[config.mk]
export PLATFORM = sky130hd
export DESIGN_NAME = tile_scheduler
export DESIGN_NICKNAME = d
export VERILOG_FILES = /design/src/rtl/tile_sched_pkg.sv /design/src/rtl/tile_loop_cnt.sv /design/src/rtl/tile_scheduler.sv
export SDC_FILE = /design/constraint.sdc
export NUM_CORES = 1
export LEC_CHECK = 0
export CORE_MARGIN = 3
export CORE_UTILIZATION = 31
export CTS_BUF_LIST = sky130_fd_sc_hd__clkbuf_16
export DETAILED_ROUTE_END_ITERATION = 10
export PLACE_DENSITY_LB_ADDON = 0.25
export SLEW_MARGIN = 20
export SYNTH_ARGS = -nofsm -noshare
export SYNTH_HDL_FRONTEND = slang
export SYNTH_SLANG_ARGS = --single-unit
[constraint.sdc]
create_clock -name clk -period 6.35 [get_ports clk]
set_input_delay 1.5875 -clock clk [delete_from_list [all_inputs] [get_ports clk]]
set_output_delay 1.5875 -clock clk [all_outputs]
set_load 0.02 [all_outputs]
[src/rtl/tile_sched_pkg.sv]
// rtl/tile_sched_pkg.sv - shared state encoding and layer-type constants for the tile scheduler
package tile_sched_pkg;

    typedef enum logic [2:0] {
        IDLE,
        CHECK,
        LD_W,
        LD_I,
        CMP,
        ST,
        DONE,
        ERR
    } sched_state_e;

    localparam logic [1:0] LT_PW  = 2'd0;
    localparam logic [1:0] LT_DW  = 2'd1;
    localparam logic [1:0] LT_STD = 2'd2;
    localparam logic [1:0] LT_LIN = 2'd3;

endpackage

[src/rtl/tile_loop_cnt.sv]
// rtl/tile_loop_cnt.sv - one tiled loop level: registered base/len window, combinational last-tile flag
module tile_loop_cnt #(
    parameter int W = 7
) (
    input  logic         clk,
    input  logic         rst_n,
    input  logic         clr,
    input  logic         adv,
    input  logic [W-1:0] step,
    input  logic [W-1:0] total,
    output logic [W-1:0] base,
    output logic [W-1:0] len,
    output logic         last
);

    logic [W:0]   next_sum;
    logic [W-1:0] next_base;

    // One extra bit so a base near the width maximum reads as past total instead of wrapping.
    assign next_sum  = {1'b0, base} + {1'b0, step};
    assign next_base = next_sum[W-1:0];
    assign last      = (next_sum >= {1'b0, total});

    function automatic logic [W-1:0] win_len(input logic [W-1:0] b, input logic [W-1:0] s,
                                             input logic [W-1:0] t);
        logic [W-1:0] rem;
        rem = t - b;
        return (s < rem) ? s : rem;
    endfunction

    always_ff @(posedge clk or negedge rst_n) begin
        if (!rst_n) begin
            base <= '0;
            len  <= '0;
        end else if (clr) begin
            base <= '0;
            len  <= win_len('0, step, total);
        end else if (adv && !last) begin
            base <= next_base;
            len  <= win_len(next_base, step, total);
        end
    end

endmodule

[src/rtl/tile_scheduler.sv]
// rtl/tile_scheduler.sv - k/n/d tile loop sequencer issuing load/compute/store handshakes.
// Optional perf counters are built when TILE_SCHED_PERF_EN is defined.
module tile_scheduler
    import tile_sched_pkg::*;
#(
    parameter int CH_W = 7,
    parameter int N_W  = 32
) (
    input  logic            clk,
    input  logic            rst_n,
    input  logic            start,
    input  logic [1:0]      layer_type,
    input  logic [CH_W-1:0] in_C,
    input  logic [CH_W-1:0] out_C,
    input  logic [CH_W-1:0] tile_D,
    input  logic [CH_W-1:0] tile_K,
    input  logic [N_W-1:0]  tile_n,
    input  logic [N_W-1:0]  total_n,
    output logic            ld_w_req,
    input  logic            ld_w_ack,
    output logic            ld_i_req,
    input  logic            ld_i_ack,
    output logic            cmp_req,
    input  logic            cmp_ack,
    output logic            st_p_req,
    input  logic            st_p_ack,
    output logic            acc_first,
    output logic [CH_W-1:0] k_base,
    output logic [CH_W-1:0] k_len,
    output logic [CH_W-1:0] d_base,
    output logic [CH_W-1:0] d_len,
    output logic [N_W-1:0]  n_base,
    output logic [N_W-1:0]  n_len,
    output logic            busy,
    output logic            done,
    output logic            err
`ifdef TILE_SCHED_PERF_EN
    ,
    output logic [31:0]     perf_busy_cyc,
    output logic [31:0]     perf_stall_cyc,
    output logic [31:0]     perf_tiles
`endif
);

    sched_state_e    state;
    logic [1:0]      cfg_type;
    logic [CH_W-1:0] cfg_in_c, cfg_out_c, cfg_tile_d, cfg_tile_k;
    logic [N_W-1:0]  cfg_tile_n, cfg_total_n;

    logic            is_dw, cfg_bad;
    logic            start_acc, cmp_fire, st_fire;
    logic            k_last, n_last, d_cnt_last, d_last;
    logic            k_adv, n_adv, d_adv, n_clr, d_clr, cnt_clr;
    logic [CH_W-1:0] d_cnt_base, d_cnt_len;

    assign is_dw     = (cfg_type == LT_DW);
    assign cfg_bad   = (cfg_tile_k == '0) || (cfg_tile_d == '0) || (cfg_tile_n == '0) ||
                       (cfg_out_c == '0) || (cfg_in_c == '0) || (cfg_total_n == '0);
    assign start_acc = (state == IDLE) && start;
    assign cmp_fire  = (state == CMP) && cmp_req && cmp_ack;
    assign st_fire   = (state == ST) && st_p_req && st_p_ack;

    // Depthwise layers run a single d pass that mirrors the k window.
    assign d_last  = is_dw || d_cnt_last;
    assign cnt_clr = (state == CHECK);
    assign d_adv   = cmp_fire && !d_last;
    assign d_clr   = cnt_clr || st_fire;
    assign n_adv   = st_fire && !n_last;
    assign k_adv   = st_fire && n_last && !k_last;
    assign n_clr   = cnt_clr || k_adv;

    tile_loop_cnt #(.W(CH_W)) u_k_cnt (
        .clk   (clk),
        .rst_n (rst_n),
        .clr   (cnt_clr),
        .adv   (k_adv),
        .step  (cfg_tile_k),
        .total (cfg_out_c),
        .base  (k_base),
        .len   (k_len),
        .last  (k_last)
    );

    tile_loop_cnt #(.W(N_W)) u_n_cnt (
        .clk   (clk),
        .rst_n (rst_n),
        .clr   (n_clr),
        .adv   (n_adv),
        .step  (cfg_tile_n),
        .total (cfg_total_n),
        .base  (n_base),
        .len   (n_len),
        .last  (n_last)
    );

    tile_loop_cnt #(.W(CH_W)) u_d_cnt (
        .clk   (clk),
        .rst_n (rst_n),
        .clr   (d_clr),
        .adv   (d_adv),
        .step  (cfg_tile_d),
        .total (cfg_in_c),
        .base  (d_cnt_base),
        .len   (d_cnt_len),
        .last  (d_cnt_last)
    );

    assign d_base    = is_dw ? k_base : d_cnt_base;
    assign d_len     = is_dw ? k_len  : d_cnt_len;
    assign acc_first = (d_base == '0);

    always_ff @(posedge clk or negedge rst_n) begin
        if (!rst_n) begin
            state       <= IDLE;
            ld_w_req    <= 1'b0;
            ld_i_req    <= 1'b0;
            cmp_req     <= 1'b0;
            st_p_req    <= 1'b0;
            busy        <= 1'b0;
            done        <= 1'b0;
            err         <= 1'b0;
            cfg_type    <= '0;
            cfg_in_c    <= '0;
            cfg_out_c   <= '0;
            cfg_tile_d  <= '0;
            cfg_tile_k  <= '0;
            cfg_tile_n  <= '0;
            cfg_total_n <= '0;
        end else begin
            done <= 1'b0;
            unique case (state)
                IDLE: begin
                    if (start) begin
                        cfg_type    <= layer_type;
                        cfg_in_c    <= in_C;
                        cfg_out_c   <= out_C;
                        cfg_tile_d  <= tile_D;
                        cfg_tile_k  <= tile_K;
                        cfg_tile_n  <= tile_n;
                        cfg_total_n <= total_n;
                        err         <= 1'b0;
                        busy        <= 1'b1;
                        state       <= CHECK;
                    end
                end
                CHECK: begin
                    if (cfg_bad) begin
                        err   <= 1'b1;
                        done  <= 1'b1;
                        busy  <= 1'b0;
                        state <= ERR;
                    end else begin
                        ld_w_req <= 1'b1;
                        state    <= LD_W;
                    end
                end
                LD_W: begin
                    if (ld_w_req && ld_w_ack) begin
                        ld_w_req <= 1'b0;
                        ld_i_req <= 1'b1;
                        state    <= LD_I;
                    end
                end
                LD_I: begin
                    if (ld_i_req && ld_i_ack) begin
                        ld_i_req <= 1'b0;
                        cmp_req  <= 1'b1;
                        state    <= CMP;
                    end
                end
                CMP: begin
                    if (cmp_fire) begin
                        cmp_req <= 1'b0;
                        if (!d_last) begin
                            ld_w_req <= 1'b1;
                            state    <= LD_W;
                        end else begin
                            st_p_req <= 1'b1;
                            state    <= ST;
                        end
                    end
                end
                ST: begin
                    if (st_fire) begin
                        st_p_req <= 1'b0;
                        if (!n_last || !k_last) begin
                            ld_w_req <= 1'b1;
                            state    <= LD_W;
                        end else begin
                            done  <= 1'b1;
                            busy  <= 1'b0;
                            state <= DONE;
                        end
                    end
                end
                DONE:    state <= IDLE;
                ERR:     state <= IDLE;
                default: state <= IDLE;
            endcase
        end
    end

`ifdef TILE_SCHED_PERF_EN
    logic stall;

    assign stall = (ld_w_req && !ld_w_ack) || (ld_i_req && !ld_i_ack) ||
                   (cmp_req && !cmp_ack) || (st_p_req && !st_p_ack);

    always_ff @(posedge clk or negedge rst_n) begin
        if (!rst_n) begin
            perf_busy_cyc  <= '0;
            perf_stall_cyc <= '0;
            perf_tiles     <= '0;
        end else if (start_acc) begin
            perf_busy_cyc  <= '0;
            perf_stall_cyc <= '0;
            perf_tiles     <= '0;
        end else begin
            if (busy && (perf_busy_cyc != '1))
                perf_busy_cyc <= perf_busy_cyc + 32'd1;
            if (stall && (perf_stall_cyc != '1))
                perf_stall_cyc <= perf_stall_cyc + 32'd1;
            if (cmp_fire && (perf_tiles != '1))
                perf_tiles <= perf_tiles + 32'd1;
        end
    end
`else
    logic unused_start_acc;
    assign unused_start_acc = start_acc;
`endif

endmodule

==> results.sh <==
export IMPL_antenna_found_initial=3
export IMPL_initial_core_util_pct=31.8
export IMPL_final_common_cell="buf_4"
export IMPL_syn_area_um2=15700
export IMPL_via_per_inst=5.22
export IMPL_final_util_pct=44.9
export IMPL_met3_length_um=2930
export IMPL_drt_wirelength_per_cell_um=20.6
export IMPL_die_h_um=231
export IMPL_grt_pass1_vias=15500
export IMPL_yosysWarningCount=0
export IMPL_path_max_fanout=8
export IMPL_setup_tns_ns=-0.0167
export IMPL_cp_required_ns=6.73
export IMPL_maxCapViolations=0
export IMPL_rsz0062_at_grt="true"
export IMPL_htreeDepth=4
export IMPL_outcome="finished with violations"
export IMPL_ys_seq_area_share_pct=31.2
export IMPL_row_count=81
export IMPL_setup_worst_path_start_class="flip-flop"
export IMPL_hold_viol=0
export IMPL_first_pass_iters=5
export IMPL_core_area_um2=49500
export IMPL_max_stage_delay_ns=0.42
export IMPL_wl_um=59200
export IMPL_wl_met1_um=26700
export IMPL_synth_seq_cells=196
export IMPL_grt_use_total_pct=21.8
export IMPL_netlist_instances=1754
export IMPL_max_freq_mhz=157
export IMPL_io_pins=201
export IMPL_relSlewSlack_pct=32.2
export IMPL_cts_tree="yes"
export IMPL_fp_dieArea_um2=53400
export IMPL_cts_reportedPaths_clkPinSlew_ns=0.09
export IMPL_holdPathStages=1
export IMPL_cts_buffers_inserted=17
export IMPL_vias=15000
export IMPL_num_antenna_cells=0
export IMPL_syn_num_nets=2076
export IMPL_hpwlAfterDp_um=46300
export IMPL_gp_congestion=0.957
export IMPL_slowest_stage="dfrtp_1"
export IMPL_grt_pass1_wl_um=89900
export IMPL_first_iter_violations=862
export IMPL_clk_path_buf_depth=2
export IMPL_path_buf_inv=6
export IMPL_setup_violations=3
export IMPL_report_final_slew_viol_count=0
export IMPL_overflow=0
export IMPL_crit_type="reg -> reg"
export IMPL_grt_start_max_net_pins=109
export IMPL_synthFlopType="dfrtp_1"
export IMPL_route_met2_wl_um=27900
export IMPL_cts_sinks=196
export IMPL_synth_distinct_cells=81
export IMPL_drtAntennaViolNets=0
export IMPL_reg2reg_depth=34
export IMPL_place_area_um2=20400
export IMPL_syn2layout_area_growth_pct=41.2
export IMPL_p_per_area_nw_per_um2=110
export IMPL_finalClockSkew_ns=0.0160
export IMPL_layout_common_cells="buf_4, ha_1, clkdlybuf4s50_1"
export IMPL_total_power_mw=2.45
export IMPL_hold_path_class="reg -> reg"
export IMPL_cp_common_cell="buf_6"
export IMPL_leakagePower_nw=11.2
export IMPL_crit_family="compound AO/OA/AOI/OAI gates"
export IMPL_design_area_um2=22200
export IMPL_port_buffers=200
export IMPL_drc_errors=0
export IMPL_top_layer="met5"
export IMPL_layout_drive_gt1_share_pct=24.5
export IMPL_violations="negative setup slack"
export IMPL_async_flop_share_pct=100
export IMPL_cp_num_cells=34
export IMPL_setup_ws_ns=-0.00825
export IMPL_ir_drop_v=0.000219
export IMPL_clkLatencyLatePin_ns=0.51
export IMPL_synth_edf_count=0
export IMPL_die_width_um=231
export IMPL_worst_setup_path_end_kind="flip-flop"
export IMPL_finalCritPeriodShare_pct=100
export IMPL_root_buffer="clkbuf_16"
export IMPL_fin_crit_ns=6.36
export IMPL_arrival_ns=6.74
export IMPL_worstMarginPinSlew_ns=1.02
export IMPL_syn_avg_cell_area_um2=8.96
export IMPL_nNetsFinal=2525
==> cell usage after synthesis, types with 26 or more instances <==
cell type    n  area share (%)
clkbuf_1    46             1.1
xor2_1      30             1.7
nor2_1     116             2.8
dfrtp_1    196              31
o31ai_1     38             1.8
nand4_1     26             1.0
a21oi_1    128             4.1
o21ai_0    111             3.5
ha_1       215              17
inv_1      126             3.0
a21o_1      85             4.1
xnor2_1     44             2.5
nand2_1    153             3.7
mux2_2      63             4.5
==> per-stage QoR <==
stage,setup slack (ns),hold slack [ns],std cells
after floorplan,0.0142,0.473,1754
after global placement,-0.358,0.484,2822
after detailed placement,-0.482,0.489,2822
after CTS,0.000332,0.507,2866
after global routing,-0.296,0.528,2880
final,-0.00825,0.506,2880
==> flip-flops by register name (all words and copies together) (netlist names) <==
signal,count
u_d_cnt.len,7
cfg_tile_n,32
busy,1
u_k_cnt.len,7
u_n_cnt.base,32
cmp_req,1
done,1
cfg_tile_k,7
u_k_cnt.base,7
ld_i_req,1
cfg_total_n,32
ld_w_req,1
u_n_cnt.len,32
state,3
cfg_in_c,7
cfg_type,2
err,1
cfg_tile_d,7
u_d_cnt.base,7
cfg_out_c,7
st_p_req,1
==> area by class of cell <==
class	instances	area (um2)
clock buffer	17	425
clock inverter	15	139
fill	4924	27300
inverter	126	477
timing repair buffer	494	4380
sequential	196	4910
tap	664	831
multi-input combinational	1368	11000
==> cells by family after synthesis <==
group	after synthesis	synth area share, %
compound gates	548	23.2
xor+xnor	75	4.23
fa+ha+maj	221	17.9
buf+inv	190	4.63
flops	196	31.2
mux	71	5.02
simple gates	453	13.9
==> worst paths after layout <==
check | start | end | slack [ns]
setup / recovery | cfg_tile_n[4] | u_n_cnt.len[30] | -0.008
hold / removal | cfg_type[0] | cfg_type[0] | 0.51
hold reg to reg | cfg_type[0] | cfg_type[0] | 0.51
min in group asynchronous | rst_n | cfg_tile_n[12] | 1.23
max in group asynchronous | rst_n | cfg_tile_d[6] | 3.80
setup reg to reg | cfg_tile_n[4] | u_n_cnt.len[30] | -0.008
==> layer usage <==
layer	vias up	GRT usage (%)
met3	77	4.60
li1	7258	-
met4	6	7.98
met1	7347	28.3
met5	-	0
met2	359	35.8
==> report_power, final <==
group	switching [mW]	total, mW	internal, mW
Sequential	0	1.25	1.25
Combinational	0.0368	0.0917	0.0549
Clock	0.594	1.11	0.517
Total	0.631	2.45	1.82
==> what timing repair did <==
item	in CTS	in global routing
buffers inserted	13	15
resized for setup	52	127
hold buffers	0	0
pin swaps	38	102
setup endpoints to repair	41	78
cloned	0	3
==> worst register-to-register path, delay by kind of cell (launching register included) <==
family	cells	cell delay (ns)
compound gates	17	2.87
xor+xnor	2	0.31
fa+ha+maj	3	0.81
buf+inv	6	0.81
flops	1	0.42
simple gates	6	1.01
No activity file was read; power rests on OpenSTA's default activity.
